$ cat src/rtl/op_seq_pkg.sv
// op_seq_pkg: shared types and helpers for the operand/result sequencer.
//   op_seq_state_e : sequencer FSM states (IDLE, RUN, DONE)
//   addr_wrap()    : (base + offset) modulo depth, used for the wrapping window
package op_seq_pkg;

  typedef enum logic [1:0] {
    IDLE = 2'd0,
    RUN  = 2'd1,
    DONE = 2'd2
  } op_seq_state_e;

  function automatic int unsigned addr_wrap(input int unsigned base,
                                            input int unsigned offset,
                                            input int unsigned depth);
    return (base + offset) % depth;
  endfunction

endpackage

$ cat src/rtl/op_seq_tag_fifo.sv
// op_seq_tag_fifo: small synchronous FIFO holding the addresses of issued,
// not yet retired operations.
//   clk_i, rst_i : clock, asynchronous active-high reset
//   push, din    : write din (ignored while full)
//   pop          : drop head entry (ignored while empty)
//   flush        : empty the FIFO; wins over push/pop
//   full, empty  : occupancy flags
//   head         : oldest entry, valid while !empty
// Simultaneous push and pop are both performed and leave occupancy unchanged.
module op_seq_tag_fifo #(
  parameter int DEPTH = 2,
  parameter int WIDTH = 3
) (
  input  logic             clk_i,
  input  logic             rst_i,
  input  logic             push,
  input  logic [WIDTH-1:0] din,
  input  logic             pop,
  input  logic             flush,
  output logic             full,
  output logic             empty,
  output logic [WIDTH-1:0] head
);

  localparam int PW = (DEPTH > 1) ? $clog2(DEPTH) : 1;
  localparam int CW = $clog2(DEPTH + 1);

  logic [WIDTH-1:0] mem_q [DEPTH];
  logic [PW-1:0]    rd_ptr_q, rd_ptr_d;
  logic [PW-1:0]    wr_ptr_q, wr_ptr_d;
  logic [CW-1:0]    cnt_q, cnt_d;
  logic             do_push, do_pop;

  // Pointer increment that also works for non-power-of-two depths.
  function automatic logic [PW-1:0] ptr_inc(input logic [PW-1:0] p);
    return (p == PW'(DEPTH - 1)) ? '0 : p + PW'(1);
  endfunction

  assign full    = (cnt_q == CW'(DEPTH));
  assign empty   = (cnt_q == '0);
  assign head    = mem_q[rd_ptr_q];
  assign do_push = push && !full;
  assign do_pop  = pop && !empty;

  always_comb begin
    rd_ptr_d = rd_ptr_q;
    wr_ptr_d = wr_ptr_q;
    cnt_d    = cnt_q;
    if (flush) begin
      rd_ptr_d = '0;
      wr_ptr_d = '0;
      cnt_d    = '0;
    end else begin
      if (do_push) wr_ptr_d = ptr_inc(wr_ptr_q);
      if (do_pop)  rd_ptr_d = ptr_inc(rd_ptr_q);
      if (do_push && !do_pop)      cnt_d = cnt_q + CW'(1);
      else if (!do_push && do_pop) cnt_d = cnt_q - CW'(1);
    end
  end

  always_ff @(posedge clk_i or posedge rst_i) begin
    if (rst_i) begin
      rd_ptr_q <= '0;
      wr_ptr_q <= '0;
      cnt_q    <= '0;
    end else begin
      rd_ptr_q <= rd_ptr_d;
      wr_ptr_q <= wr_ptr_d;
      cnt_q    <= cnt_d;
    end
  end

  // Storage needs no reset: entries are only read after being written.
  always_ff @(posedge clk_i) begin
    if (do_push) mem_q[wr_ptr_q] <= din;
  end

endmodule

$ cat src/rtl/op_seq_ctrl.sv
// op_seq_ctrl: walks a wrapping window of operand addresses, issues each to
// the operation unit (valid/ready), tracks in-flight addresses in a tag FIFO
// and turns each returned result into a registered result-memory write.
//   clk_i, rst_i             : clock, asynchronous active-high reset
//   start_i, abort_i         : job control (start sampled in IDLE only)
//   base_addr_i, count_i     : job window, sampled with start_i
//   busy_o, done_o, err_o    : status (done_o one-cycle pulse, err_o sticky)
//   rd_addr_o, op_valid_o    : issue side, op_ready_i accepts
//   res_valid_i, res_data_i  : result return
//   wr_en_o/addr_o/data_o    : result-memory write, one cycle after result
// Optional feature: define OP_SEQ_PERF_EN to add perf_cycles_o[31:0], a
// saturating count of RUN cycles, cleared when a job is accepted.
module op_seq_ctrl
  import op_seq_pkg::*;
#(
  parameter int  MEM_DEPTH       = 8,
  parameter int  MEM_WIDTH       = 32,
  parameter int  MAX_OUTSTANDING = 2,
  localparam int AW              = $clog2(MEM_DEPTH)
) (
  input  logic                 clk_i,
  input  logic                 rst_i,
  input  logic                 start_i,
  input  logic                 abort_i,
  input  logic [AW-1:0]        base_addr_i,
  input  logic [AW:0]          count_i,
  output logic                 busy_o,
  output logic                 done_o,
  output logic                 err_o,
`ifdef OP_SEQ_PERF_EN
  output logic [31:0]          perf_cycles_o,
`endif
  output logic [AW-1:0]        rd_addr_o,
  output logic                 op_valid_o,
  input  logic                 op_ready_i,
  input  logic                 res_valid_i,
  input  logic [MEM_WIDTH-1:0] res_data_i,
  output logic                 wr_en_o,
  output logic [AW-1:0]        wr_addr_o,
  output logic [MEM_WIDTH-1:0] wr_data_o
);

  localparam logic [AW:0] DEPTH_CNT = (AW + 1)'(MEM_DEPTH);

  op_seq_state_e        state_q, state_d;
  logic [AW-1:0]        base_q, base_d;
  logic [AW:0]          count_q, count_d;
  logic [AW:0]          issued_q, issued_d;
  logic [AW:0]          retired_q, retired_d;
  logic                 err_q, err_d;
  logic                 wr_en_q, wr_en_d;
  logic [AW-1:0]        wr_addr_q, wr_addr_d;
  logic [MEM_WIDTH-1:0] wr_data_q, wr_data_d;

  logic                 fifo_full, fifo_empty;
  logic [AW-1:0]        fifo_head;
  logic                 abort_act, start_acc, issue, retire;
  logic [AW:0]          count_clamped;

  assign count_clamped = (count_i > DEPTH_CNT) ? DEPTH_CNT : count_i;
  assign abort_act     = abort_i && (state_q != IDLE);
  assign start_acc     = start_i && (state_q == IDLE);

  assign rd_addr_o  = AW'(addr_wrap(32'(base_q), 32'(issued_q), MEM_DEPTH));
  assign op_valid_o = (state_q == RUN) && (issued_q < count_q) && !fifo_full;
  assign issue      = op_valid_o && op_ready_i;
  // A result that races an abort is dropped along with its tag.
  assign retire     = res_valid_i && !fifo_empty && !abort_act;

  assign busy_o    = (state_q != IDLE);
  assign done_o    = (state_q == DONE) && !abort_i;
  assign err_o     = err_q;
  assign wr_en_o   = wr_en_q;
  assign wr_addr_o = wr_addr_q;
  assign wr_data_o = wr_data_q;

  op_seq_tag_fifo #(
    .DEPTH (MAX_OUTSTANDING),
    .WIDTH (AW)
  ) u_tag_fifo (
    .clk_i (clk_i),
    .rst_i (rst_i),
    .push  (issue && !abort_act),
    .din   (rd_addr_o),
    .pop   (retire),
    .flush (abort_act),
    .full  (fifo_full),
    .empty (fifo_empty),
    .head  (fifo_head)
  );

  always_comb begin
    state_d   = state_q;
    base_d    = base_q;
    count_d   = count_q;
    issued_d  = issued_q;
    retired_d = retired_q;
    err_d     = err_q || (res_valid_i && fifo_empty);
    wr_en_d   = retire;
    wr_addr_d = retire ? fifo_head : wr_addr_q;
    wr_data_d = retire ? res_data_i : wr_data_q;

    unique case (state_q)
      IDLE: begin
        if (start_acc) begin
          base_d    = base_addr_i;
          count_d   = count_clamped;
          issued_d  = '0;
          retired_d = '0;
          state_d   = (count_clamped == '0) ? DONE : RUN;
        end
      end
      RUN: begin
        if (issue) issued_d = issued_q + (AW + 1)'(1);
        if (retire) begin
          retired_d = retired_q + (AW + 1)'(1);
          if (retired_q + (AW + 1)'(1) == count_q) state_d = DONE;
        end
      end
      DONE:    state_d = IDLE;
      default: state_d = IDLE;
    endcase

    if (abort_act) state_d = IDLE;
  end

  always_ff @(posedge clk_i or posedge rst_i) begin
    if (rst_i) begin
      state_q   <= IDLE;
      base_q    <= '0;
      count_q   <= '0;
      issued_q  <= '0;
      retired_q <= '0;
      err_q     <= 1'b0;
      wr_en_q   <= 1'b0;
      wr_addr_q <= '0;
      wr_data_q <= '0;
    end else begin
      state_q   <= state_d;
      base_q    <= base_d;
      count_q   <= count_d;
      issued_q  <= issued_d;
      retired_q <= retired_d;
      err_q     <= err_d;
      wr_en_q   <= wr_en_d;
      wr_addr_q <= wr_addr_d;
      wr_data_q <= wr_data_d;
    end
  end

`ifdef OP_SEQ_PERF_EN
  logic [31:0] perf_q, perf_d;

  always_comb begin
    perf_d = perf_q;
    if (start_acc)                              perf_d = '0;
    else if (state_q == RUN && perf_q != '1)    perf_d = perf_q + 32'd1;
  end

  always_ff @(posedge clk_i or posedge rst_i) begin
    if (rst_i) perf_q <= '0;
    else       perf_q <= perf_d;
  end

  assign perf_cycles_o = perf_q;
`endif

endmodule

$ cat config.mk
export PLATFORM = sky130hd
export DESIGN_NAME = op_seq_ctrl
export DESIGN_NICKNAME = d
export VERILOG_FILES = /design/src/rtl/op_seq_pkg.sv /design/src/rtl/op_seq_tag_fifo.sv /design/src/rtl/op_seq_ctrl.sv
export SDC_FILE = /design/constraint.sdc
export NUM_CORES = 1
export LEC_CHECK = 0
export CELL_PAD_IN_SITES_DETAIL_PLACEMENT = 1
export CELL_PAD_IN_SITES_GLOBAL_PLACEMENT = 1
export CORE_MARGIN = 4
export CORE_UTILIZATION = 34
export DETAILED_ROUTE_END_ITERATION = 8
export PLACE_DENSITY_LB_ADDON = 0.1
export REMOVE_ABC_BUFFERS = 1
export SLEW_MARGIN = 20
export SYNTH_ARGS = -nofsm -noshare
export SYNTH_HDL_FRONTEND = slang
export SYNTH_HIERARCHICAL = 1
export SYNTH_SLANG_ARGS = --single-unit
$ cat constraint.sdc
create_clock -name clk_i -period 2 [get_ports clk_i]
set_input_delay 0.4 -clock clk_i [delete_from_list [all_inputs] [get_ports clk_i]]
set_output_delay 0.4 -clock clk_i [all_outputs]
set_load 0.01 [all_outputs]
==> impl_metrics.py <==
metrics = {
    "cells_and_area": {
        "seq_area_sq_um": 1630,
        "drive_gt1_frac": 0.382,
        "n_antenna_cell": 0,
        "multi_input_area_sq_um": 1430,
        "fillers": 928,
        "area_delta_synth_final_pct": 55.5,
        "num-nets-final": 419,
        "layoutNonFillerInstCount": 480,
    },
    "clock_network": {
        "insertion_delay_ps": 340,
        "cts_max_path_buffers": 2,
        "cts_max_level": 3,
        "cts_buffers": 9,
        "path_clk_slew_ps": 70,
        "clock_sinks": 64,
        "root_buffer": "clkbuf_8",
        "cts_tree": "done",
    },
    "die": {
        "design.core.area_sq_um": 8760,
        "rows": 34,
        "die_area_sq_um": 10600,
        "start_util": 0.351,
        "die_width_um": 103,
        "top_level_ports": 88,
        "die_h_um": 103,
    },
    "setup_path": {
        "end_kind": "output port",
        "path_depth": 6,
        "rr_endpoint": "u_tag_fifo/mem_q[0][0]",
        "ff2ff_setup_slack_ps": -100,
        "crit_family": "adder cells",
        "start_kind": "register",
        "path_class": "register to output port",
        "cp_cell_sequence": "ha_2, inv_2, fa_2, xor2_2, xnor2_2, buf_2",
        "r2r-start": "issued_q[0]",
        "timing.critical_path.from": "issued_q[0]",
        "worstPathMaxFanout": 2,
        "crit_path_end": "rd_addr_o[2]",
        "crit_slowest_cell": "dfrtp_1",
        "critPathMaxStageDelay_ps": 370,
        "path_buf_inv": 2,
        "arrival_ps": 1720,
        "required_ps": 1600,
        "rr_worst_depth": 9,
    },
    "place": {
        "dp_hpwl_um": 5740,
        "dpl.cell_count": 455,
        "dp_slack_ps": -380,
        "portBuffers": 87,
        "gp_congestion": 0.749,
    },
    "sta": {
        "fin_crit_sh": 1.06,
        "setup_viol": 5,
        "hold_viol_final": 0,
        "skew_ps": 16.9,
        "hold_ws_ps": 290,
        "max_slew.worst_pin.slew_ps": 407,
        "worst_slack_ps": -115,
        "slew_headroom": 0.726,
        "rsz0062_at_grt": "true",
        "slew_violations": 0,
        "max_freq_mhz": 473,
        "period_needed_ps": 2120,
    },
    "power_and_ir_drop": {
        "p_per_area_nw_per_um2": 1590,
        "ir_worst_vdd_uv": 465,
        "leakage_nw": 2.20,
    },
    "logic_synthesis": {
        "ys_seq_area_frac": 0.531,
        "synth_area_leaders": "dfrtp_1 (47%), mux2_4 (15%), edfxtp_1 (5.9%), mux2_2 (4.0%), ha_1 (2.4%)",
        "synth_flop_cell": "dfrtp_1",
        "yosysTopAreaCell": "dfrtp_1",
        "syn_avg_cell_area_sq_um": 13.7,
        "ys_warn_count": 6,
        "syn_inst": 224,
        "synth_top_area_frac": 0.472,
        "synth.ff_latch_count": 64,
        "synth_edf_count": 6,
        "ys_types": 41,
        "async_flop_share": 0.906,
        "synth_area_sq_um": 3070,
    },
    "detailed_routing": {
        "drc_errors": 0,
        "drt_wl_total_um": 7800,
        "drt_first_pass_iters": 4,
        "ant_nets": 0,
        "route.met2.wl_um": 4140,
        "vias_per_cell": 4.72,
        "wire_per_inst_um": 16.3,
        "drt_iter0_drc": 42,
        "dr.max_layer_used": "met4",
        "wl_met1_um": 3260,
        "via_count": 2264,
        "wl_met3_um": 299,
    },
    "global_route": {
        "first_global_vias": 2480,
        "grt_pass1_wl_um": 12200,
        "gr-total-overflow": 0,
        "grtUsageTotal": 0.150,
        "grt_start_max_net_pins": 52,
        "antenna_found_initial": 0,
    },
    "hold_path": {
        "holdCritPathClass": "primary input to async pin",
    },
    "status": {
        "status": "finished with violations",
        "violations": "setup timing",
    },
    "job": {
        "drv_cap": 0,
    },
}
-- routing by layer --
layer / vias to the layer above / track usage
met1: 1139 / 0.180
met3: 8 / 0.0284
li1: 1075 / -
met2: 42 / 0.268
met5: - / 0
met4: 0 / 0.0528
-- power breakdown --
group	leakage, nW	switching (mW)	internal, mW	total (mW)
sequential	0.770	0.327	1.90	2.23
combinational	1.32	1.54	2.55	4.08
clock	0.117	0.543	0.743	1.29
-- cell type report --
| cell class | instances | area share |
|---|---|---|
| sequential | 64 | 0.341 |
| multi-input combinational | 139 | 0.299 |
| timing repair buffer | 137 | 0.268 |
| clock buffer | 10 | 0.0288 |
| tap | 108 | 0.0283 |
| clock inverter | 6 | 0.0191 |
| inverter | 16 | 0.0147 |
-- cells by family after synthesis --
family / Yosys count / synth area share
xor+xnor: 9 / 0.0256
compound gates: 32 / 0.0651
fa+ha+maj: 7 / 0.0309
buf+inv: 21 / 0.0378
mux: 47 / 0.208
flops: 64 / 0.531
simple gates: 44 / 0.101
-- worst reg2reg max path, stage by stage, from the launching register on --
cell,delay [ps]
dfrtp_1,400
buf_4,140
buf_4,150
nor3b_4,200
o21ai_2,90
a21boi_2,140
and3_4,230
clkinv_4,50
or3_4,350
inv_4,70
-- Yosys cell counts, drive strengths merged (3+ instances only) --
cell,n
inv,15
ha,6
buf,5
nor3b,5
mux2i,4
a21oi,7
o21ai,12
a21o,3
edfxtp,6
nand2b,8
and3,3
mux2,43
dfrtp,58
xor2,4
nand2,6
nor2,3
nand3,5
xnor2,5
o2bb2ai,3
nand3b,3
or3,3
-- how the worst min path moves through the flow --
stage | startpoint | end | slack, ps | cells past startpoint
floorplan | rst_i | u_tag_fifo/cnt_q[0] | 170 | 1
global placement | err_o | err_o | 450 | 1
detailed placement | err_o | err_o | 450 | 1
CTS | rst_i | wr_en_o | 280 | 2
global route | rst_i | wr_en_o | 280 | 2
finish | rst_i | wr_en_o | 290 | 2
-- what timing repair did --
item | in CTS | in global routing
pin swaps | 8 | 7
setup endpoints to repair | 15 | 13
setup buffers | 6 | 3
resized for setup | 38 | 13
hold buffers | 0 | 0
-- cells in the final DEF (no fill, tap or decap), types with 3 or more instances in the layout --
| cell type | n |
|---|---|
| inv_2 | 5 |
| nor3b_1 | 3 |
| clkbuf_8 | 10 |
| inv_1 | 8 |
| nand3b_1 | 3 |
| buf_6 | 3 |
| mux2_4 | 31 |
| clkinv_4 | 3 |
| buf_4 | 46 |
| nand2_1 | 4 |
| clkdlybuf4s50_1 | 81 |
| edfxtp_1 | 6 |
| xnor2_1 | 4 |
| xor2_1 | 3 |
| a21oi_1 | 5 |
| mux2i_1 | 4 |
| o2bb2ai_1 | 3 |
| mux2_2 | 11 |
| o21ai_0 | 10 |
| nor2_1 | 3 |
| nand3_1 | 4 |
| a21o_1 | 3 |
| dfrtp_1 | 58 |
| buf_12 | 3 |
| nand2b_1 | 7 |
-- per-stage QoR --
step | instance area [sq um] | util | TNS (ps) | power [mW]
after floorplan | 3020 | - | -1600 | 3.94
after global placement | 4370 | 0.499 | -1690 | 5.84
after detailed placement | 4370 | 0.499 | -2870 | 5.90
after CTS | 4720 | 0.539 | -540 | 7.57
after global routing | 4780 | 0.545 | -1210 | 8.09
final | 4780 | 0.545 | -484 | 7.60
-- registers in the layout, summed over array words and instances, names as in the netlist --
| name | cells |
|---|---|
| wr_en_o | 1 |
| wr_data_o | 32 |
| u_tag_fifo/wr_ptr_q | 1 |
| retired_q | 4 |
| state_q | 2 |
| wr_addr_o | 3 |
| u_tag_fifo/rd_ptr_q | 1 |
| u_tag_fifo/mem_q | 6 |
| base_q | 3 |
| count_q | 4 |
| err_o | 1 |
| u_tag_fifo/cnt_q | 2 |
| issued_q | 4 |
Note: power is estimated with default switching activity, not from simulation.
